==> config.mk <==
export PLATFORM = sky130hd
export DESIGN_NAME = game_over_ctrl
export DESIGN_NICKNAME = d
export VERILOG_FILES = /design/src/rtl/game_over_ctrl.sv
export SDC_FILE = /design/constraint.sdc
export NUM_CORES = 1
export LEC_CHECK = 0
export CAP_MARGIN = 20
export CORE_AREA = 2 2 39 41
export DETAILED_ROUTE_END_ITERATION = 6
export DIE_AREA = 0 0 41 43
export PLACE_DENSITY = 0.81
export REMOVE_ABC_BUFFERS = 1
export SETUP_SLACK_MARGIN = 0.2
export SYNTH_ARGS = -nofsm -noshare
export SYNTH_HDL_FRONTEND = slang
export SYNTH_SLANG_ARGS = --single-unit
==> constraint.sdc <==
create_clock -name clk -period 1.9 [get_ports clk]
set_clock_uncertainty 0.2 [all_clocks]
set_input_delay 0.285 -clock clk [delete_from_list [all_inputs] [get_ports clk]]
set_output_delay 0.285 -clock clk [all_outputs]
set_load 0.005 [all_outputs]
==> src/rtl/game_over_ctrl.sv <==
// Game-over arbiter: filters N_CH request lines, latches the first confirmed
// winner or a timeout draw, and re-arms through a restart/quiet handshake.
module game_over_ctrl #(
  parameter int N_CH           = 2,
  parameter int CONFIRM_CYCLES = 4,
  parameter int TIMEOUT_CYCLES = 0,
  parameter int WIN_W          = (N_CH > 1) ? $clog2(N_CH) : 1
) (
  input  logic             clk,
  input  logic             rst,
  input  logic [N_CH-1:0]  gameover,
  input  logic             restart,
  output logic             over,
  output logic             winner_valid,
  output logic [WIN_W-1:0] winner,
  output logic             draw,
  output logic             ready
);

  localparam int CW = $clog2(CONFIRM_CYCLES + 1);
  localparam int TW = (TIMEOUT_CYCLES > 0) ?
                      $clog2(TIMEOUT_CYCLES + 1) : 1;

  localparam logic [CW-1:0] CNT_MAX = CW'(CONFIRM_CYCLES);
  localparam logic [CW-1:0] CNT_HIT = CW'(CONFIRM_CYCLES - 1);
  localparam logic [TW-1:0] TMO_MAX = TW'(TIMEOUT_CYCLES);
  localparam logic [TW-1:0] TMO_HIT = TW'(TIMEOUT_CYCLES - 1);

  typedef enum logic [1:0] {
    S_RUN,
    S_OVER,
    S_CLEAR
  } state_t;

  state_t                  state_q, state_d;
  logic [N_CH-1:0][CW-1:0] cnt_q, cnt_d;
  logic [TW-1:0]           tmo_q, tmo_d;
  logic                    over_q, over_d;
  logic                    wv_q, wv_d;
  logic [WIN_W-1:0]        win_q, win_d;
  logic                    draw_q, draw_d;
  logic                    ready_q, ready_d;

  logic [N_CH-1:0]         hit_now;
  logic                    hit;
  logic [WIN_W-1:0]        hit_idx;

  always_comb begin
    for (int i = 0; i < N_CH; i++) begin
      hit_now[i] = gameover[i] && (cnt_q[i] == CNT_HIT);
    end
    hit     = 1'b0;
    hit_idx = '0;
    // Descending scan so the lowest confirming index is the one kept
    for (int i = N_CH - 1; i >= 0; i--) begin
      if (hit_now[i]) begin
        hit     = 1'b1;
        hit_idx = WIN_W'(i);
      end
    end
  end

  always_comb begin
    state_d = state_q;
    cnt_d   = cnt_q;
    tmo_d   = tmo_q;
    over_d  = over_q;
    wv_d    = wv_q;
    win_d   = win_q;
    draw_d  = draw_q;
    ready_d = ready_q;
    unique case (state_q)
      S_RUN: begin
        for (int i = 0; i < N_CH; i++) begin
          if (!gameover[i])
            cnt_d[i] = '0;
          else if (cnt_q[i] != CNT_MAX)
            cnt_d[i] = cnt_q[i] + CW'(1);
        end
        if (TIMEOUT_CYCLES > 0 && tmo_q != TMO_MAX)
          tmo_d = tmo_q + TW'(1);
        if (hit) begin
          state_d = S_OVER;
          cnt_d   = '0;
          tmo_d   = '0;
          over_d  = 1'b1;
          wv_d    = 1'b1;
          win_d   = hit_idx;
          draw_d  = 1'b0;
          ready_d = 1'b0;
        end else if (TIMEOUT_CYCLES > 0 && tmo_q == TMO_HIT) begin
          state_d = S_OVER;
          cnt_d   = '0;
          tmo_d   = '0;
          over_d  = 1'b1;
          wv_d    = 1'b0;
          win_d   = '0;
          draw_d  = 1'b1;
          ready_d = 1'b0;
        end
      end
      S_OVER: begin
        cnt_d = '0;
        tmo_d = '0;
        if (restart) begin
          state_d = S_CLEAR;
          over_d  = 1'b0;
          wv_d    = 1'b0;
          win_d   = '0;
          draw_d  = 1'b0;
          ready_d = 1'b0;
        end
      end
      S_CLEAR: begin
        cnt_d = '0;
        tmo_d = '0;
        // A stale request must fully drop before the next round arms
        if (gameover == '0) begin
          state_d = S_RUN;
          ready_d = 1'b1;
        end
      end
      default: begin
        state_d = S_RUN;
        cnt_d   = '0;
        tmo_d   = '0;
        over_d  = 1'b0;
        wv_d    = 1'b0;
        win_d   = '0;
        draw_d  = 1'b0;
        ready_d = 1'b1;
      end
    endcase
  end

  always_ff @(posedge clk or negedge rst) begin
    if (!rst) begin
      state_q <= S_RUN;
      cnt_q   <= '0;
      tmo_q   <= '0;
      over_q  <= 1'b0;
      wv_q    <= 1'b0;
      win_q   <= '0;
      draw_q  <= 1'b0;
      ready_q <= 1'b1;
    end else begin
      state_q <= state_d;
      cnt_q   <= cnt_d;
      tmo_q   <= tmo_d;
      over_q  <= over_d;
      wv_q    <= wv_d;
      win_q   <= win_d;
      draw_q  <= draw_d;
      ready_q <= ready_d;
    end
  end

  assign over         = over_q;
  assign winner_valid = wv_q;
  assign winner       = win_q;
  assign draw         = draw_q;
  assign ready        = ready_q;

endmodule

==> results of run 1 <==
-- state kept, by name, indices dropped and copies added (netlist names) --
signal / cells
winner_valid: 1
cnt_q: 6
winner: 1
state_q: 2
ready: 1
-- cell usage in the layout, fill, tap and decap left out, types with 2 or more instances in the layout --
cell             synthesis  final
nor2_1                   6      6
nand3_1                  3      3
a21oi_1                  5      5
xnor2_1                  2      2
clkbuf_4                 0      3
clkdlybuf4s50_1          0      7
o21ai_0                  3      3
nand2_1                  9      9
nand4b_1                 2      2
a211oi_1                 2      2
dfrtp_1                 10     10
inv_1                    6      6
ha_1                     6      6
-- power breakdown --
group          total, mW  internal, mW  switching, mW
Sequential         0.406         0.327         0.0791
Clock              0.161        0.0813         0.0795
Combinational      0.360         0.194          0.166
Total              0.927         0.602          0.325
-- how the worst min path moves through the flow --
| stage | from | endpoint | slack, ns | cells after the start |
|---|---|---|---|---|
| final | rst | state_q[0]$_DFFE_PN0P_ | 0.14 | 1 |
| after global routing | rst | state_q[0]$_DFFE_PN0P_ | 0.18 | 1 |
| after CTS | rst | state_q[0]$_DFFE_PN0P_ | 0.15 | 1 |
| after detailed placement | winner_valid$_DFFE_PN0P_ | winner_valid$_DFFE_PN0P_ | 0.33 | 2 |
| after global placement | winner_valid$_DFFE_PN0P_ | winner_valid$_DFFE_PN0P_ | 0.31 | 2 |
| after floorplan | rst | cnt_q[0]$_DFFE_PN0P_ | -0.21 | 0 |
-- layer usage --
metal	global-route usage, %	share of wire, %
met1	15.8	45
met2	18.4	46
met3	4.71	5.4
met4	12.0	3.4
met5	0	0
-- stage by stage --
stage	instances	worst slack, ns
final	92	0.270
after global routing	92	0.224
after CTS	92	0.261
after detailed placement	87	0.267
after global placement	87	0.277
after floorplan	63	0.383
-- cell families after synthesis --
| kind of cell | after synthesis | synth area share [%] |
|---|---|---|
| adder cells (fa/ha/maj) | 6 | 12.3 |
| AO/OA/AOI/OAI | 12 | 11.7 |
| flip-flops | 11 | 45.3 |
| other | 1 | 0.614 |
| XOR/XNOR | 2 | 2.87 |
| AND/OR/NAND/NOR | 24 | 19.3 |
| buffers and inverters | 10 | 7.99 |
-- synthesized netlist by cell type, types with 2 or more instances --
| master | count | area (sq um) |
|---|---|---|
| a211oi_1 | 2 | 15.0 |
| a21oi_1 | 5 | 25.0 |
| buf_4 | 3 | 22.5 |
| dfrtp_1 | 10 | 250 |
| ha_1 | 6 | 75.1 |
| inv_1 | 6 | 22.5 |
| nand2_1 | 9 | 33.8 |
| nand3_1 | 3 | 15.0 |
| nand4b_1 | 2 | 17.5 |
| nor2_1 | 6 | 22.5 |
| o21ai_0 | 3 | 15.0 |
| xnor2_1 | 2 | 17.5 |
-- repair_timing --
item | CTS | global route
hold buffers | 0 | 0
buffers inserted | 1 | 0
gates resized for setup | 1 | 0
setup endpoints to repair | 1 | 0
-- layout make-up --
type,instances,area share (%)
inverter,7,3.65
timing repair buffer,9,12.0
sequential,11,38.4
clock buffer,4,3.65
tap,16,2.78
multi-input combinational,45,39.6
==> metrics.txt, run 1 <==
status=finished clean; slowest CP cell=clkdlybuf4s50_1; clk buf depth=2; I/O Pins=10; Initial DRC Count=4; Post-synth EDFFs=0; Core Area=1380 sq um; worst-skew pair later-pin latency=0.27 ns; Async SR Flop Fraction=100%; share of the yosys chip area belonging to registers=45.3%; warning count from the yosys run=0; Worst path depth=1; WL per Instance=10.8 microns; VDD IR max=521 uV; CTS Buf Count=3; first-pass GRT wire length=1520 microns; Hold WC Path Type=in2async; Unique masters post-synth=21; post-synthesis register bit count=11; die width=41 microns; IO buf count=8; Initial Util=44.1%; FP Rows=14; R2R Path End=ready$_DFFE_PN1P_; Fin. Hold Viols=0; Largest delay share family, worst path=buffers and inverters; CP Cell Sequence=clkdlybuf4s50_1; worst hold margin=0.138 ns; Routed WL=989 microns; CTS tree=yes; detailed placement HPWL=768 microns; Leak=0.318 nW; CP arrival=1.14 ns; worst path required time=1.41 ns; largest net degree at the start of global routing=12; synthesized area per cell=9.25 sq um; DRC=0; length in cells of the worst reg-to-reg path=4; htree depth=1; antenna violations before repair=0; final slew viol count=0; Placed Instance Area=688 sq um; clock slew at reported path FFs=0.07 ns; Crit. End Element=output port; area grow syn2layout=18.0%; cell area power density=1290 nW/um^2; Final setup viols=0; root buffer cell=clkbuf_4; Total GRT Usage=13.5%; ant diodes=0; Pre-antenna DRT Iters=4; global route total overflow=0; Pwr Total=927 uW; Synth Instances=66; vias per inst=5.18; Mapped Area=611 sq um; die height=43 microns; CP Capture Point=winner; full die area=1760 sq um; Placer Congestion=0.698; final cycle utilization of the critical path=85.8%; FF+latch area=277 sq um; CTS Sinks=11; CP max stage delay=0.51 ns; Worst setup startpoint=winner$_DFFE_PN0P_; share of layout cells above drive strength 1=7.89%; R2R Setup Slk=0.31 ns; Final Cell Area=721 sq um; vias in the first global route=394; Primary FF master, synth=dfrtp_1; kind of critical path=reg2out; DRT antenna net count=0; nets=88; area of the multi-input gates=285 sq um; Via Count=477; buffers plus inverters on the worst setup path=1; Max Cap Violations=0; FILL cells=138; Worst Path Max Fanout=3; Startpoint Class=flop; Total Neg Setup Slack=0 ns; R2R Path Start=cnt_q[3]$_DFFE_PN0P_; RSZ-0062 raised after global routing=false; Util after Layout=52.1%; Max Fclk=0.614 GHz; Tmin final=1.63 ns
(Power assumes the default switching activity.)
==> run 2, diff against run 1 <==
Settings changed: ABC_CLOCK_PERIOD_IN_PS from default to 1900, CORE_AREA 2 2 39 41 to default, CORE_ASPECT_RATIO from default to 0.75, CORE_UTILIZATION from default to 30, DIE_AREA 0 0 41 43 to default, PLACE_DENSITY 0.81 to 0.61.
==> run 2 against run 1 <==
Wire length is 8.9% higher. Final cell count is 6.5% higher. Worst hold slack improved by 0.015 ns. Sequential share of layout area down 0.53 points. Core utilization fell by 12 points. Via count up 0.63%. Combinational power up 1%. Non-clock buffer count did not move. Global-route usage is 0.97 points lower. Critical path depth unchanged. Critical path type unchanged. Largest cell class unchanged.
==> metrics.txt, run 2 (synthesis results as in run 1) <==
status=finished clean; cell area power density=1280 nW/um^2; Placed Cells=93; full die area=2220 sq um; Placer Congestion=0.780; CP arrival=1.14 ns; Initial DRC Count=10; Placed Instance Area=696 sq um; share of layout cells above drive strength 1=7.89%; hold buffer count at cts=0; most frequent cells in the layout=dfrtp_1, nand2_1; die height=41.1 microns; Non-Filler Instances=98; Routed WL=1080 microns; detailed placement HPWL=758 microns; worst path required time=1.41 ns; ant diodes=0; Final setup viols=0; relative slew slack=65.2%; Leak=0.332 nW; Final Cell Area=731 sq um; first-pass GRT wire length=1810 microns; Worst-Margin Slew=0.521 ns; worst-skew pair later-pin latency=0.27 ns; buffers plus inverters on the worst setup path=1; htree depth=1; Max Cap Violations=0; FP Rows=13; WL per Instance=11.0 microns; VDD IR max=677 uV; Fin. Hold Viols=0; vias per inst=4.90; Total GRT Usage=12.6%; kind of critical path=reg2out; DRT antenna net count=0; Pre-antenna DRT Iters=4; Via Count=480; final slew viol count=0; commonest non-fill, non-tap cell in the layout=dfrtp_1; largest reg by FF count=cnt_q; Max Fclk=0.614 GHz; setup slack after layout=0.272 ns; Initial Util=33.5%; I/O Pins=10; IO buf count=8; CP max stage delay=0.50 ns; area grow syn2layout=19.7%; DRC=0; antenna violations before repair=0; root buffer cell=clkbuf_4; CTS tree=yes; Largest delay share family, worst path=buffers and inverters; CP Cell Sequence=clkdlybuf4s50_1; die width=54.1 microns; CTS Sinks=11; final cycle utilization of the critical path=85.7%; pre-CTS WS=0.287 ns; worst hold margin=0.153 ns; Core Area=1820 sq um; vias in the first global route=433; global route total overflow=0; number of flip-flops in the largest register=6; clk buf depth=2; Largest regs=cnt_q x6, state_q x2; Tmin final=1.63 ns; RSZ-0062 raised after global routing=false; largest net degree at the start of global routing=12; CTS Buf Count=3; Startpoint Class=flop; slowest CP cell=clkdlybuf4s50_1; Crit. End Element=output port; clock slew at reported path FFs=0.07 ns; Pwr Total=935 uW; Worst Path Max Fanout=3; Hold WC Path Type=in2async; Util after Layout=40.1%; nets=88; Total Neg Setup Slack=0 ns
## run 2: changes by cell type in the layout (fill, tap and decap cells not counted), sizes merged
| cell | change |
|---|---|
| clkdlybuf4s50 | -1 |
| dlymetal6s2s | +1 |
## run 2: final timing paths
path / start / to / slack, ns / depth (start not counted)
max: winner$_DFFE_PN0P_ / winner / 0.27 / 1
min: rst / winner_valid$_DFFE_PN0P_ / 0.15 / 1
min in group clk: winner_valid$_DFFE_PN0P_ / winner_valid$_DFFE_PN0P_ / 0.33 / 2
min reg2reg: winner_valid$_DFFE_PN0P_ / winner_valid$_DFFE_PN0P_ / 0.33 / 2
max reg2reg: cnt_q[3]$_DFFE_PN0P_ / ready$_DFFE_PN1P_ / 0.30 / 4
max in group asynchronous: rst / ready$_DFFE_PN1P_ / 0.99 / 1
## run 2: layout make-up
class / count / area, sq um
Timing Repair Buffer: 9 / 88.8
Inverter: 7 / 26.3
Fill cell: 190 / 1090
Multi-Input combinational cell: 45 / 285
Sequential cell: 11 / 277
Clock buffer: 4 / 26.3
Tap cell: 22 / 27.5
## run 2: what timing repair did
action / 4_1_cts / 5_1_grt
gates resized for setup: 1 / 1
buffers inserted: 1 / 0
setup endpoints to repair: 1 / 1
## run 2: layer usage
| layer | part of all wire [%] | track usage, % |
|---|---|---|
| met1 | 52 | 15.4 |
| met2 | 41 | 19.1 |
| met3 | 7.5 | 5.56 |
| met4 | 0 | 5.77 |
| met5 | 0 | 0 |
## run 2: power by group
group	leakage, nW	total (mW)	switching [mW]	internal (mW)
Clock	0.0150	0.165	0.0835	0.0814
Combinational	0.173	0.365	0.173	0.192
Sequential	0.144	0.405	0.0789	0.326
Total	0.332	0.935	0.336	0.599
